File: src/rtl/hazard_scoreboard_unit_pkg.sv
// Shared types and helpers for the dtcore32 hazard/scoreboard unit.
package hazard_scoreboard_unit_pkg;

    localparam int NO_FORWARD_SEL = 0;

    typedef enum logic [1:0] {
        STALL_NONE,
        STALL_SB,
        STALL_FULL,
        STALL_MEM
    } stall_cause_t;

    // Forward-select width: one code per producer stage plus "no forward".
    function automatic int FWD_SEL_W(input int num_stages);
        return (num_stages < 1) ? 1 : $clog2(num_stages + 1);
    endfunction

endpackage

File: src/rtl/hazard_scoreboard_unit_if.sv
// Bus request handshake seen by the hazard unit (request/complete in, timeout out).
interface hazard_scoreboard_unit_if;
    logic mem_req;
    logic mem_done;
    logic mem_timeout;

    modport master (output mem_req, output mem_done, input  mem_timeout);
    modport slave  (input  mem_req, input  mem_done, output mem_timeout);
endinterface

File: src/rtl/hazard_scoreboard_unit_scoreboard.sv
// Pending-write bit vector and outstanding counter for long-latency writers.
module hazard_scoreboard
    import hazard_scoreboard_unit_pkg::*;
#(
    parameter  int REG_ADDR_W  = 5,
    parameter  int MAX_PENDING = 4,
    localparam int CNT_W       = $clog2(MAX_PENDING + 1),
    localparam int NUM_REGS    = 2 ** REG_ADDR_W
) (
    input  logic                  clk_i,
    input  logic                  rst_i,
    input  logic                  issue_i,
    input  logic [REG_ADDR_W-1:0] issue_rd_i,
    input  logic                  complete_i,
    input  logic [REG_ADDR_W-1:0] complete_rd_i,
    output logic [NUM_REGS-1:0]   sb_o,
    output logic [CNT_W-1:0]      pending_cnt_o,
    output logic                  err_o
);
    logic [NUM_REGS-1:0] sb_q, sb_d;
    logic [CNT_W-1:0]    cnt_q, cnt_d;
    logic                err_q, err_d;
    logic                clear_hit;

    assign clear_hit = complete_i & sb_q[complete_rd_i];

    // Set is applied after clear so a same-register issue/complete keeps the bit.
    always_comb begin
        sb_d  = sb_q;
        cnt_d = cnt_q;
        err_d = err_q | (complete_i & ~sb_q[complete_rd_i]);
        if (clear_hit) sb_d[complete_rd_i] = 1'b0;
        if (issue_i)   sb_d[issue_rd_i]    = 1'b1;
        if (issue_i && !clear_hit)      cnt_d = cnt_q + CNT_W'(1);
        else if (clear_hit && !issue_i) cnt_d = cnt_q - CNT_W'(1);
    end

    always_ff @(posedge clk_i or posedge rst_i) begin
        if (rst_i) begin
            sb_q  <= '0;
            cnt_q <= '0;
            err_q <= 1'b0;
        end else begin
            sb_q  <= sb_d;
            cnt_q <= cnt_d;
            err_q <= err_d;
        end
    end

    assign sb_o          = sb_q;
    assign pending_cnt_o = cnt_q;
    assign err_o         = err_q;
endmodule

File: src/rtl/hazard_scoreboard_unit.sv
// Pipeline hazard unit: N-stage forwarding, long-latency scoreboard, bus timeout.
// Optional HAZARD_PERF_CNT_EN adds per-cause stall cycle counters.
module hazard_scoreboard_unit
    import hazard_scoreboard_unit_pkg::*;
#(
    parameter  int NUM_FWD_STAGES     = 2,
    parameter  int REG_ADDR_W         = 5,
    parameter  int MAX_PENDING        = 4,
    parameter  int MEM_TIMEOUT_CYCLES = 0,
    localparam int SEL_W              = FWD_SEL_W(NUM_FWD_STAGES),
    localparam int CNT_W              = $clog2(MAX_PENDING + 1)
) (
    input  logic                                 clk_i,
    input  logic                                 rst_i,
    hazard_scoreboard_unit_if.slave              bus_if,
    input  logic [REG_ADDR_W-1:0]                id_rs1_addr_i,
    input  logic [REG_ADDR_W-1:0]                id_rs2_addr_i,
    input  logic [REG_ADDR_W-1:0]                ex_rs1_addr_i,
    input  logic [REG_ADDR_W-1:0]                ex_rs2_addr_i,
    input  logic [REG_ADDR_W-1:0]                ex_rd_addr_i,
    input  logic                                 ex_valid_i,
    input  logic                                 ex_long_op_i,
    input  logic [NUM_FWD_STAGES*REG_ADDR_W-1:0] fwd_rd_addr_i,
    input  logic [NUM_FWD_STAGES-1:0]            fwd_rd_we_i,
    input  logic                                 lat_done_i,
    input  logic [REG_ADDR_W-1:0]                lat_rd_addr_i,
    input  logic                                 mem_jump_taken_i,
    input  logic                                 ex_trap_valid_i,
    input  logic                                 mem_trap_valid_i,
    input  logic                                 wb_trap_valid_i,
    output logic [SEL_W-1:0]                     ex_forward_a_sel_o,
    output logic [SEL_W-1:0]                     ex_forward_b_sel_o,
    output logic                                 id_forward_a_o,
    output logic                                 id_forward_b_o,
    output logic                                 if_id_flush_o,
    output logic                                 id_ex_flush_o,
    output logic                                 ex_mem_flush_o,
    output logic                                 mem_wb_flush_o,
    output logic                                 if_id_stall_o,
    output logic                                 id_ex_stall_o,
    output logic                                 ex_mem_stall_o,
    output logic                                 mem_wb_stall_o,
`ifdef HAZARD_PERF_CNT_EN
    output logic [31:0]                          stall_sb_cnt_o,
    output logic [31:0]                          stall_mem_cnt_o,
    output logic [31:0]                          stall_full_cnt_o,
`endif
    output logic [CNT_W-1:0]                     pending_cnt_o,
    output logic                                 sb_err_o
);
    localparam int OLDEST = NUM_FWD_STAGES - 1;

    logic [2**REG_ADDR_W-1:0] sb_vec;
    logic lat_clear, rs1_hit, rs2_hit, waw, sb_hazard, long_want;
    logic full_stall, load_use, mem_req_stall, issue;

    always_comb begin
        ex_forward_a_sel_o = SEL_W'(NO_FORWARD_SEL);
        ex_forward_b_sel_o = SEL_W'(NO_FORWARD_SEL);
        // Walk oldest to youngest so the youngest match overrides.
        for (int k = NUM_FWD_STAGES - 1; k >= 0; k--) begin
            if (fwd_rd_we_i[k] && ex_rs1_addr_i != '0 &&
                fwd_rd_addr_i[k*REG_ADDR_W +: REG_ADDR_W] == ex_rs1_addr_i)
                ex_forward_a_sel_o = SEL_W'(k + 1);
            if (fwd_rd_we_i[k] && ex_rs2_addr_i != '0 &&
                fwd_rd_addr_i[k*REG_ADDR_W +: REG_ADDR_W] == ex_rs2_addr_i)
                ex_forward_b_sel_o = SEL_W'(k + 1);
        end
    end

    assign id_forward_a_o = fwd_rd_we_i[OLDEST] && id_rs1_addr_i != '0 &&
                            fwd_rd_addr_i[OLDEST*REG_ADDR_W +: REG_ADDR_W] == id_rs1_addr_i;
    assign id_forward_b_o = fwd_rd_we_i[OLDEST] && id_rs2_addr_i != '0 &&
                            fwd_rd_addr_i[OLDEST*REG_ADDR_W +: REG_ADDR_W] == id_rs2_addr_i;

    // A bit being cleared this cycle no longer blocks its readers.
    assign lat_clear = lat_done_i & sb_vec[lat_rd_addr_i];
    assign rs1_hit   = id_rs1_addr_i != '0 && sb_vec[id_rs1_addr_i] &&
                       !(lat_clear && lat_rd_addr_i == id_rs1_addr_i);
    assign rs2_hit   = id_rs2_addr_i != '0 && sb_vec[id_rs2_addr_i] &&
                       !(lat_clear && lat_rd_addr_i == id_rs2_addr_i);
    assign long_want = ex_valid_i & ex_long_op_i;
    assign waw       = long_want && ex_rd_addr_i != '0 && sb_vec[ex_rd_addr_i] &&
                       !(lat_clear && lat_rd_addr_i == ex_rd_addr_i);
    assign sb_hazard = rs1_hit | rs2_hit | waw;

    assign full_stall    = long_want && pending_cnt_o == CNT_W'(MAX_PENDING);
    assign load_use      = long_want && ex_rd_addr_i != '0 &&
                           (ex_rd_addr_i == id_rs1_addr_i || ex_rd_addr_i == id_rs2_addr_i);
    assign mem_req_stall = bus_if.mem_req & ~bus_if.mem_done;

    assign ex_mem_stall_o = mem_req_stall;
    assign mem_wb_stall_o = mem_req_stall;
    assign id_ex_stall_o  = mem_req_stall | full_stall;
    assign if_id_stall_o  = id_ex_stall_o | load_use | sb_hazard;

    assign if_id_flush_o  = mem_jump_taken_i | ex_trap_valid_i | mem_trap_valid_i | wb_trap_valid_i;
    assign ex_mem_flush_o = mem_jump_taken_i | mem_trap_valid_i | wb_trap_valid_i;
    assign id_ex_flush_o  = ex_mem_flush_o | ((sb_hazard | load_use) & ~id_ex_stall_o);
    assign mem_wb_flush_o = wb_trap_valid_i;

    assign issue = long_want & ~id_ex_stall_o & ~ex_mem_flush_o & (ex_rd_addr_i != '0) & ~waw;

    hazard_scoreboard #(
        .REG_ADDR_W (REG_ADDR_W),
        .MAX_PENDING(MAX_PENDING)
    ) u_sb (
        .clk_i        (clk_i),
        .rst_i        (rst_i),
        .issue_i      (issue),
        .issue_rd_i   (ex_rd_addr_i),
        .complete_i   (lat_done_i),
        .complete_rd_i(lat_rd_addr_i),
        .sb_o         (sb_vec),
        .pending_cnt_o(pending_cnt_o),
        .err_o        (sb_err_o)
    );

    localparam int TO_W = (MEM_TIMEOUT_CYCLES > 0) ? $clog2(MEM_TIMEOUT_CYCLES + 1) : 1;
    logic mem_timeout_q;

    generate
        if (MEM_TIMEOUT_CYCLES > 0) begin : g_timeout
            localparam logic [TO_W-1:0] TO_LIMIT = TO_W'(MEM_TIMEOUT_CYCLES);
            logic [TO_W-1:0] to_cnt_q, to_cnt_d;
            logic            to_pulse_d;

            always_comb begin
                to_cnt_d   = '0;
                to_pulse_d = 1'b0;
                if (mem_req_stall) begin
                    to_cnt_d = to_cnt_q;
                    if (to_cnt_q != TO_LIMIT) begin
                        to_cnt_d   = to_cnt_q + TO_W'(1);
                        to_pulse_d = (to_cnt_d == TO_LIMIT);
                    end
                end
            end

            always_ff @(posedge clk_i or posedge rst_i) begin
                if (rst_i) begin
                    to_cnt_q      <= '0;
                    mem_timeout_q <= 1'b0;
                end else begin
                    to_cnt_q      <= to_cnt_d;
                    mem_timeout_q <= to_pulse_d;
                end
            end
        end else begin : g_no_timeout
            assign mem_timeout_q = 1'b0;
        end
    endgenerate

    assign bus_if.mem_timeout = mem_timeout_q;

`ifdef HAZARD_PERF_CNT_EN
    logic [31:0] stall_sb_cnt_q, stall_mem_cnt_q, stall_full_cnt_q;

    always_ff @(posedge clk_i or posedge rst_i) begin
        if (rst_i) begin
            stall_sb_cnt_q   <= '0;
            stall_mem_cnt_q  <= '0;
            stall_full_cnt_q <= '0;
        end else begin
            if (sb_hazard)     stall_sb_cnt_q   <= stall_sb_cnt_q + 32'd1;
            if (mem_req_stall) stall_mem_cnt_q  <= stall_mem_cnt_q + 32'd1;
            if (full_stall)    stall_full_cnt_q <= stall_full_cnt_q + 32'd1;
        end
    end

    assign stall_sb_cnt_o   = stall_sb_cnt_q;
    assign stall_mem_cnt_o  = stall_mem_cnt_q;
    assign stall_full_cnt_o = stall_full_cnt_q;
`endif
endmodule

File: src/flat_wrapper.sv
// flat-port wrapper written by rule: the top's interface ports become plain ports
module hazard_scoreboard_unit_flat import hazard_scoreboard_unit_pkg::*;
#(
    parameter  int NUM_FWD_STAGES     = 2,
    parameter  int REG_ADDR_W         = 5,
    parameter  int MAX_PENDING        = 4,
    parameter  int MEM_TIMEOUT_CYCLES = 0,
    localparam int SEL_W              = FWD_SEL_W(NUM_FWD_STAGES),
    localparam int CNT_W              = $clog2(MAX_PENDING + 1)
)
  (clk_i, rst_i, id_rs1_addr_i, id_rs2_addr_i, ex_rs1_addr_i, ex_rs2_addr_i, ex_rd_addr_i, ex_valid_i, ex_long_op_i, fwd_rd_addr_i, fwd_rd_we_i, lat_done_i, lat_rd_addr_i, mem_jump_taken_i, ex_trap_valid_i, mem_trap_valid_i, wb_trap_valid_i, ex_forward_a_sel_o, ex_forward_b_sel_o, id_forward_a_o, id_forward_b_o, if_id_flush_o, id_ex_flush_o, ex_mem_flush_o, mem_wb_flush_o, if_id_stall_o, id_ex_stall_o, ex_mem_stall_o, mem_wb_stall_o, pending_cnt_o, sb_err_o, bus_if_mem_req, bus_if_mem_done, bus_if_mem_timeout);
  hazard_scoreboard_unit_if bus_if_i ();
  input  logic clk_i;
  input  logic rst_i;
  input  logic [REG_ADDR_W-1:0] id_rs1_addr_i;
  input  logic [REG_ADDR_W-1:0] id_rs2_addr_i;
  input  logic [REG_ADDR_W-1:0] ex_rs1_addr_i;
  input  logic [REG_ADDR_W-1:0] ex_rs2_addr_i;
  input  logic [REG_ADDR_W-1:0] ex_rd_addr_i;
  input  logic ex_valid_i;
  input  logic ex_long_op_i;
  input  logic [NUM_FWD_STAGES*REG_ADDR_W-1:0] fwd_rd_addr_i;
  input  logic [NUM_FWD_STAGES-1:0] fwd_rd_we_i;
  input  logic lat_done_i;
  input  logic [REG_ADDR_W-1:0] lat_rd_addr_i;
  input  logic mem_jump_taken_i;
  input  logic ex_trap_valid_i;
  input  logic mem_trap_valid_i;
  input  logic wb_trap_valid_i;
  output logic [SEL_W-1:0] ex_forward_a_sel_o;
  output logic [SEL_W-1:0] ex_forward_b_sel_o;
  output logic id_forward_a_o;
  output logic id_forward_b_o;
  output logic if_id_flush_o;
  output logic id_ex_flush_o;
  output logic ex_mem_flush_o;
  output logic mem_wb_flush_o;
  output logic if_id_stall_o;
  output logic id_ex_stall_o;
  output logic ex_mem_stall_o;
  output logic mem_wb_stall_o;
  output logic [CNT_W-1:0] pending_cnt_o;
  output logic sb_err_o;
  input wire logic [$bits(bus_if_i.mem_req)-1:0] bus_if_mem_req;
  input wire logic [$bits(bus_if_i.mem_done)-1:0] bus_if_mem_done;
  output wire logic [$bits(bus_if_i.mem_timeout)-1:0] bus_if_mem_timeout;
  assign bus_if_i.mem_req = bus_if_mem_req;
  assign bus_if_i.mem_done = bus_if_mem_done;
  assign bus_if_mem_timeout = bus_if_i.mem_timeout;
  hazard_scoreboard_unit #(.NUM_FWD_STAGES(NUM_FWD_STAGES), .REG_ADDR_W(REG_ADDR_W), .MAX_PENDING(MAX_PENDING), .MEM_TIMEOUT_CYCLES(MEM_TIMEOUT_CYCLES)) u_core (.clk_i(clk_i), .rst_i(rst_i), .bus_if(bus_if_i), .id_rs1_addr_i(id_rs1_addr_i), .id_rs2_addr_i(id_rs2_addr_i), .ex_rs1_addr_i(ex_rs1_addr_i), .ex_rs2_addr_i(ex_rs2_addr_i), .ex_rd_addr_i(ex_rd_addr_i), .ex_valid_i(ex_valid_i), .ex_long_op_i(ex_long_op_i), .fwd_rd_addr_i(fwd_rd_addr_i), .fwd_rd_we_i(fwd_rd_we_i), .lat_done_i(lat_done_i), .lat_rd_addr_i(lat_rd_addr_i), .mem_jump_taken_i(mem_jump_taken_i), .ex_trap_valid_i(ex_trap_valid_i), .mem_trap_valid_i(mem_trap_valid_i), .wb_trap_valid_i(wb_trap_valid_i), .ex_forward_a_sel_o(ex_forward_a_sel_o), .ex_forward_b_sel_o(ex_forward_b_sel_o), .id_forward_a_o(id_forward_a_o), .id_forward_b_o(id_forward_b_o), .if_id_flush_o(if_id_flush_o), .id_ex_flush_o(id_ex_flush_o), .ex_mem_flush_o(ex_mem_flush_o), .mem_wb_flush_o(mem_wb_flush_o), .if_id_stall_o(if_id_stall_o), .id_ex_stall_o(id_ex_stall_o), .ex_mem_stall_o(ex_mem_stall_o), .mem_wb_stall_o(mem_wb_stall_o), .pending_cnt_o(pending_cnt_o), .sb_err_o(sb_err_o));
endmodule
File: config.mk
export PLATFORM = sky130hd
export DESIGN_NAME = hazard_scoreboard_unit_flat
export DESIGN_NICKNAME = d
export VERILOG_FILES = /design/src/rtl/hazard_scoreboard_unit_pkg.sv /design/src/rtl/hazard_scoreboard_unit_if.sv /design/src/rtl/hazard_scoreboard_unit_scoreboard.sv /design/src/rtl/hazard_scoreboard_unit.sv /design/src/flat_wrapper.sv
export SDC_FILE = /design/constraint.sdc
export NUM_CORES = 1
export LEC_CHECK = 0
export CAP_MARGIN = 10
export CORE_ASPECT_RATIO = 1.4
export CORE_UTILIZATION = 45
export CTS_CLUSTER_SIZE = 40
export DETAILED_ROUTE_END_ITERATION = 8
export GPL_TIMING_DRIVEN = 0
export PLACE_DENSITY = 0.71
export SETUP_SLACK_MARGIN = 0.2
export SLEW_MARGIN = 40
export SYNTH_ARGS = -nofsm -noshare
export SYNTH_HDL_FRONTEND = slang
export SYNTH_SLANG_ARGS = --single-unit
export TNS_END_PERCENT = 30
File: constraint.sdc
create_clock -name clk_i -period 4.6 [get_ports clk_i]
set_input_delay 1.38 -clock clk_i [delete_from_list [all_inputs] [get_ports clk_i]]
set_output_delay 1.38 -clock clk_i [all_outputs]
set_load 0.05 [all_outputs]
==> results of run 1 <==
flip-flops by register name, summed over array words and instances (netlist names):
register	cells
u_core.u_sb.err_o	1
u_core.u_sb.pending_cnt_o	3
u_core.u_sb.sb_o	32
layout make-up:
type	count	area, um^2
multi-input cells	295	2790
plain buffers	30	278
repair buffers	84	763
flip-flops and latches	36	901
fillers	613	2730
well taps	100	125
clock buffers	7	96.3
inverters	6	23.8
timing repair:
action                                  in CTS  in global routing
gates resized for setup                    138                 31
hold buffers                                 0                  0
endpoints found under the setup margin      11                 11
pin swaps                                   23                  6
setup buffers                               26                  0
endpoints found under the hold margin        0                  0
synth_stat cells (9+ instances only):
master	instances	area, um^2
o21ai_1	38	190
dfrtp_1	36	901
mux2i_1	36	360
xnor2_1	33	289
o21ai_0	25	125
xor2_1	24	210
o22ai_1	16	100
buf_2	11	55.1
nor3_1	11	55.1
mux4_2	9	203
nor4_1	9	56.3
metrics by stage:
| step | TNS, ns | instances |
|---|---|---|
| floorplan | -0.378 | 367 |
| global placement | -5.87 | 525 |
| detailed placement | -6.04 | 525 |
| CTS | -0.358 | 558 |
| global route | -0.574 | 558 |
| finish | -0.462 | 558 |
cells by family after synthesis:
group           synth area share (%)
simple gates                    15.3
xor+xnor                        14.0
compound gates                  16.5
fa+ha+maj                      0.915
mux                             22.3
flops                           25.3
buf+inv                         5.59
other cells                    0.105
final timing paths:
kind / from / endpoint / slack (ns) / cells past startpoint
worst min-delay path: u_core.u_sb.err_o$_DFF_PP0_ / u_core.u_sb.err_o$_DFF_PP0_ / 0.50 / 1
worst max-delay path: id_rs2_addr_i[0] / id_ex_flush_o / -0.24 / 11
worst max register to register: u_core.u_sb.sb_o[16]$_DFF_PP0_ / u_core.u_sb.pending_cnt_o[1]$_DFFE_PP0P_ / 1.47 / 11
worst min register to register: u_core.u_sb.err_o$_DFF_PP0_ / u_core.u_sb.err_o$_DFF_PP0_ / 0.50 / 1
min in group asynchronous: rst_i / u_core.u_sb.sb_o[9]$_DFF_PP0_ / 1.45 / 2
max in group asynchronous: rst_i / u_core.u_sb.sb_o[21]$_DFF_PP0_ / 2.73 / 2
per-layer routing:
| metal | wire [um] | vias up | share of wire, % |
|---|---|---|---|
| met5 | 0 | - | 0 |
| met4 | 771 | 0 | 6.1 |
| met3 | 801 | 55 | 6.3 |
| met2 | 6520 | 207 | 52 |
| met1 | 4540 | 1761 | 36 |
| li1 | - | 1570 | - |
critical path, stage by stage:
cell	delay [ns]
buf_8	0.09
buf_6	0.11
buf_12	0.11
mux4_1	0.57
mux2i_1	0.21
o32ai_1	0.12
a21oi_2	0.16
nand2_1	0.09
a211oi_2	0.27
o211ai_1	0.11
buf_4	0.22
report_power, final:
| group | internal, mW | switching, mW | leakage (nW) |
|---|---|---|---|
| Sequential | 0.340 | 0.0328 | 0.488 |
| Clock | 0.133 | 0.116 | 0.0503 |
| Combinational | 0.191 | 0.237 | 1.40 |
| Total | 0.665 | 0.386 | 1.94 |
==> flow_summary.json, run 1 <==
{
  "rsz0062_at_grt": "true",
  "hold_class": "register to register",
  "finalClockSkew_ns": 0.00446,
  "layout-drive-gt1-share_pct": 30.8,
  "utilization_pct": 64.6,
  "area_delta_synth_final_pct": 40.0,
  "grt_pass1_wl_mm": 19.8,
  "fin_crit_sh_pct": 105,
  "viasPerCell": 6.44,
  "clockBufferDepth": 2,
  "io_buffers": 58,
  "hold_violations": 0,
  "required_ns": 3.22,
  "slew_headroom_pct": 56.8,
  "place.gp.congestion": 0.940,
  "endpoint_kind": "output port",
  "gr-total-overflow": 0,
  "ys.flop_type": "dfrtp_1",
  "grt_use_total_pct": 31.6,
  "hold_slack_ns": 0.500,
  "start_kind": "primary input",
  "setup_slack_ns": -0.238,
  "clock-sinks": 36,
  "clk_pin_slew_ns": 0.07,
  "status": "complete, but fails checks",
  "final_cell_mix": "o21ai_1, dfrtp_1, buf_4",
  "synth_edf_count": 0,
  "grt_pass1_vias": 3730,
  "layout_min_cycle_time_ns": 4.84,
  "dp_hpwl_mm": 8.93,
  "layout_commonest_cell": "o21ai_1",
  "num-nets-final": 513,
  "worstPathArrival_ns": 3.46,
  "clk_latency_ns": 0.30,
  "remaining_drc_errors": 1,
  "ant_nets": 0,
  "p_leak_nw": 1.94,
  "grt_busiest_layer": "met2",
  "async_reset_ff_share_pct": 100,
  "use_met1_pct": 33.6,
  "power_density_nw_per_um2": 211,
  "start_util_pct": 46.2,
  "crit_fanout": 5,
  "drt_first_pass_iters": 7,
  "rows": 38,
  "place_ws_ns": -1.51,
  "yosysUniqueCellTypes": 53,
  "die_y_um": 107,
  "irDropWorstVdd_uv": 149,
  "vias": 3593,
  "cts-root-buf": "clkbuf_8",
  "cts_tree": "yes",
  "clock.fmax_mhz": 207,
  "core_area_um2": 7700,
  "yosysSeqAreaShare_pct": 25.3,
  "wl_per_cell_um": 22.6,
  "maxCapViolCount": 0,
  "dieArea_um2": 8270,
  "drv_slew": 0,
  "finalSetupViolCount": 2,
  "violations": "design-rule violations, negative setup slack",
  "met3_usage_pct": 4.85,
  "finalInstanceArea_um2": 4980,
  "syn_inst": 367,
  "routed_wl_mm": 12.6,
  "cts_buffers": 5,
  "drtIter0Drc": 282,
  "die_w_um": 77.1,
  "gr-usage-met2_pct": 57.3,
  "ios": 72,
  "syn_area_um2": 3560,
  "worst_pin_slew_ns": 0.648,
  "ys_seq_elements": 36,
  "antenna_found_initial": 0,
  "yosysWarningCount": 0,
  "syn_nets": 422,
  "dpl-instance-area_um2": 4330,
  "n_antenna_cell": 0,
  "h-tree-depth": 2,
  "grt_max_degree": 37,
  "crit_type": "primary input to output port",
  "power_mw": 1.05,
  "syn-mean-instance-area_um2": 9.69
}
(Power assumes the default switching activity.)
==> inputs of run 2 (changes only) <==
==> constraint.sdc (replaced) <==
create_clock -name clk_i -period 4.5 [get_ports clk_i]
set_input_delay 1.35 -clock clk_i [delete_from_list [all_inputs] [get_ports clk_i]]
set_output_delay 1.35 -clock clk_i [all_outputs]
set_load 0.05 [all_outputs]
==> run 2 against run 1 <==
  * The run still ends with design-rule violations, negative setup slack left
  * Wire length about the same
  * Worst hold slack about the same
  * Core utilization decreased by 0.19 points
  * Clock-buffer cell count stayed put
  * Die area unchanged
  * Sequential share of layout area up 0.055 points
  * Global-route usage unchanged
==> flow_summary.json, run 2 (synthesis results as in run 1) <==
{
  "grt_use_total_pct": 31.6,
  "rows": 38,
  "vias": 3598,
  "h-tree-depth": 2,
  "worst_pin_slew_ns": 0.627,
  "num-nets-final": 513,
  "clock.fmax_mhz": 209,
  "crit_fanout": 5,
  "n_antenna_cell": 0,
  "start_util_pct": 46.2,
  "area_delta_synth_final_pct": 39.5,
  "wl_per_cell_um": 22.6,
  "grt_pass1_vias": 3730,
  "rr_worst_depth": 11,
  "r2r-start": "u_core.u_sb.sb_o[16]$_DFF_PP0_",
  "placed_cells": 525,
  "hold_class": "register to register",
  "finalSetupViolCount": 2,
  "slew_headroom_pct": 58.1,
  "postCtsHoldBufs": 0,
  "dieArea_um2": 8270,
  "reg2reg_to": "u_core.u_sb.pending_cnt_o[1]$_DFFE_PP0P_",
  "layout-drive-gt1-share_pct": 30.8,
  "hold_violations": 0,
  "cts-root-buf": "clkbuf_8",
  "maxCapViolCount": 0,
  "die_y_um": 107,
  "layout_commonest_cell": "o21ai_1",
  "start_kind": "primary input",
  "fin_tns_setup_ns": -0.542,
  "layout_min_cycle_time_ns": 4.78,
  "startpoint": "id_rs2_addr_i[0]",
  "remaining_drc_errors": 1,
  "drt_first_pass_iters": 7,
  "final_cell_mix": "o21ai_1, dfrtp_1, buf_4",
  "gr-total-overflow": 0,
  "io_buffers": 58,
  "viasPerCell": 6.45,
  "clockBufferDepth": 2,
  "reg2reg_setup_slack_ns": 1.37,
  "stdcell_count": 558,
  "power_density_nw_per_um2": 216,
  "clock-sinks": 36,
  "cts_tree": "yes",
  "place_ws_ns": -1.55,
  "finalClockSkew_ns": 0.00310,
  "drv_slew": 0,
  "drtIter0Drc": 304,
  "power_mw": 1.07,
  "setup_slack_ns": -0.278,
  "grt_max_degree": 37,
  "crit_type": "primary input to output port",
  "place.gp.congestion": 0.940,
  "required_ns": 3.15,
  "critPathCapture": "id_ex_flush_o",
  "ant_nets": 0,
  "cts_buffers": 5,
  "ios": 72,
  "irDropWorstVdd_uv": 156,
  "dp_hpwl_mm": 8.93,
  "clk_latency_ns": 0.30,
  "routed_wl_mm": 12.6,
  "worstPathArrival_ns": 3.43,
  "grt_pass1_wl_mm": 19.8,
  "fin_crit_sh_pct": 106,
  "violations": "design-rule violations, negative setup slack",
  "die_w_um": 77.1,
  "rsz0062_at_grt": "true",
  "status": "complete, but fails checks",
  "p_leak_nw": 1.92,
  "antenna_found_initial": 0,
  "largest_reg_flops": 32,
  "clk_pin_slew_ns": 0.07,
  "endpoint_kind": "output port",
  "core_area_um2": 7700
}
## run 2: changes by cell type in the layout (fill, tap and decap cells not counted), sizes merged
cell          change
dlymetal6s2s      -4
dlygate4sd2       +4
## run 2: worst max-delay path, stage by stage
cell,delay (ns)
buf_8,0.09
buf_6,0.11
buf_12,0.11
mux4_1,0.56
mux2i_1,0.21
o32ai_1,0.12
a21oi_2,0.17
nand2_1,0.09
a211oi_2,0.27
o211ai_1,0.11
buf_4,0.22
## run 2: per-layer routing
layer	global-route usage, %	vias up	part of all wire, %
met5	0	-	0
met4	20.6	0	6.7
met3	4.85	61	6.8
met2	57.3	221	51
met1	33.6	1748	36
li1	-	1568	-
## run 2: stage by stage
step,cell area (um^2),hold slack (ns),utilization (%)
CTS,4950,0.495,64.2
global placement,4330,0.463,56.3
floorplan,3630,0.511,-
detailed placement,4330,0.478,56.3
global route,4960,0.520,64.4
finish,4960,0.500,64.4
## run 2: final cells by class
class | count | area [um^2]
buffer | 30 | 278
inverter | 6 | 23.8
tap | 100 | 125
multi-input combinational | 295 | 2790
fill | 614 | 2740
clock buffer | 7 | 96.3
timing repair buffer | 84 | 748
sequential | 36 | 901
## run 2: worst min path at each step
stage | from | end | cells after the start
after floorplan | u_core.u_sb.sb_o[0]$_DFF_PP0_ | u_core.u_sb.sb_o[0]$_DFF_PP0_ | 1
after global placement | u_core.u_sb.err_o$_DFF_PP0_ | u_core.u_sb.err_o$_DFF_PP0_ | 1
final | u_core.u_sb.err_o$_DFF_PP0_ | u_core.u_sb.err_o$_DFF_PP0_ | 1
after detailed placement | u_core.u_sb.err_o$_DFF_PP0_ | u_core.u_sb.err_o$_DFF_PP0_ | 1
after global routing | u_core.u_sb.err_o$_DFF_PP0_ | u_core.u_sb.err_o$_DFF_PP0_ | 1
after CTS | u_core.u_sb.err_o$_DFF_PP0_ | u_core.u_sb.err_o$_DFF_PP0_ | 1
## run 2: power by group
| group | internal [mW] | switching [mW] | total (mW) |
|---|---|---|---|
| Combinational | 0.194 | 0.242 | 0.437 |
| Sequential | 0.348 | 0.0335 | 0.381 |
| Clock | 0.136 | 0.120 | 0.256 |
## run 2: repair_timing
| action | CTS | global route |
|---|---|---|
| pin swaps | 23 | 6 |
| setup endpoints to repair | 13 | 9 |
| endpoints found under the hold margin | 0 | 0 |
| resized for setup | 143 | 26 |
| setup buffers | 26 | 0 |
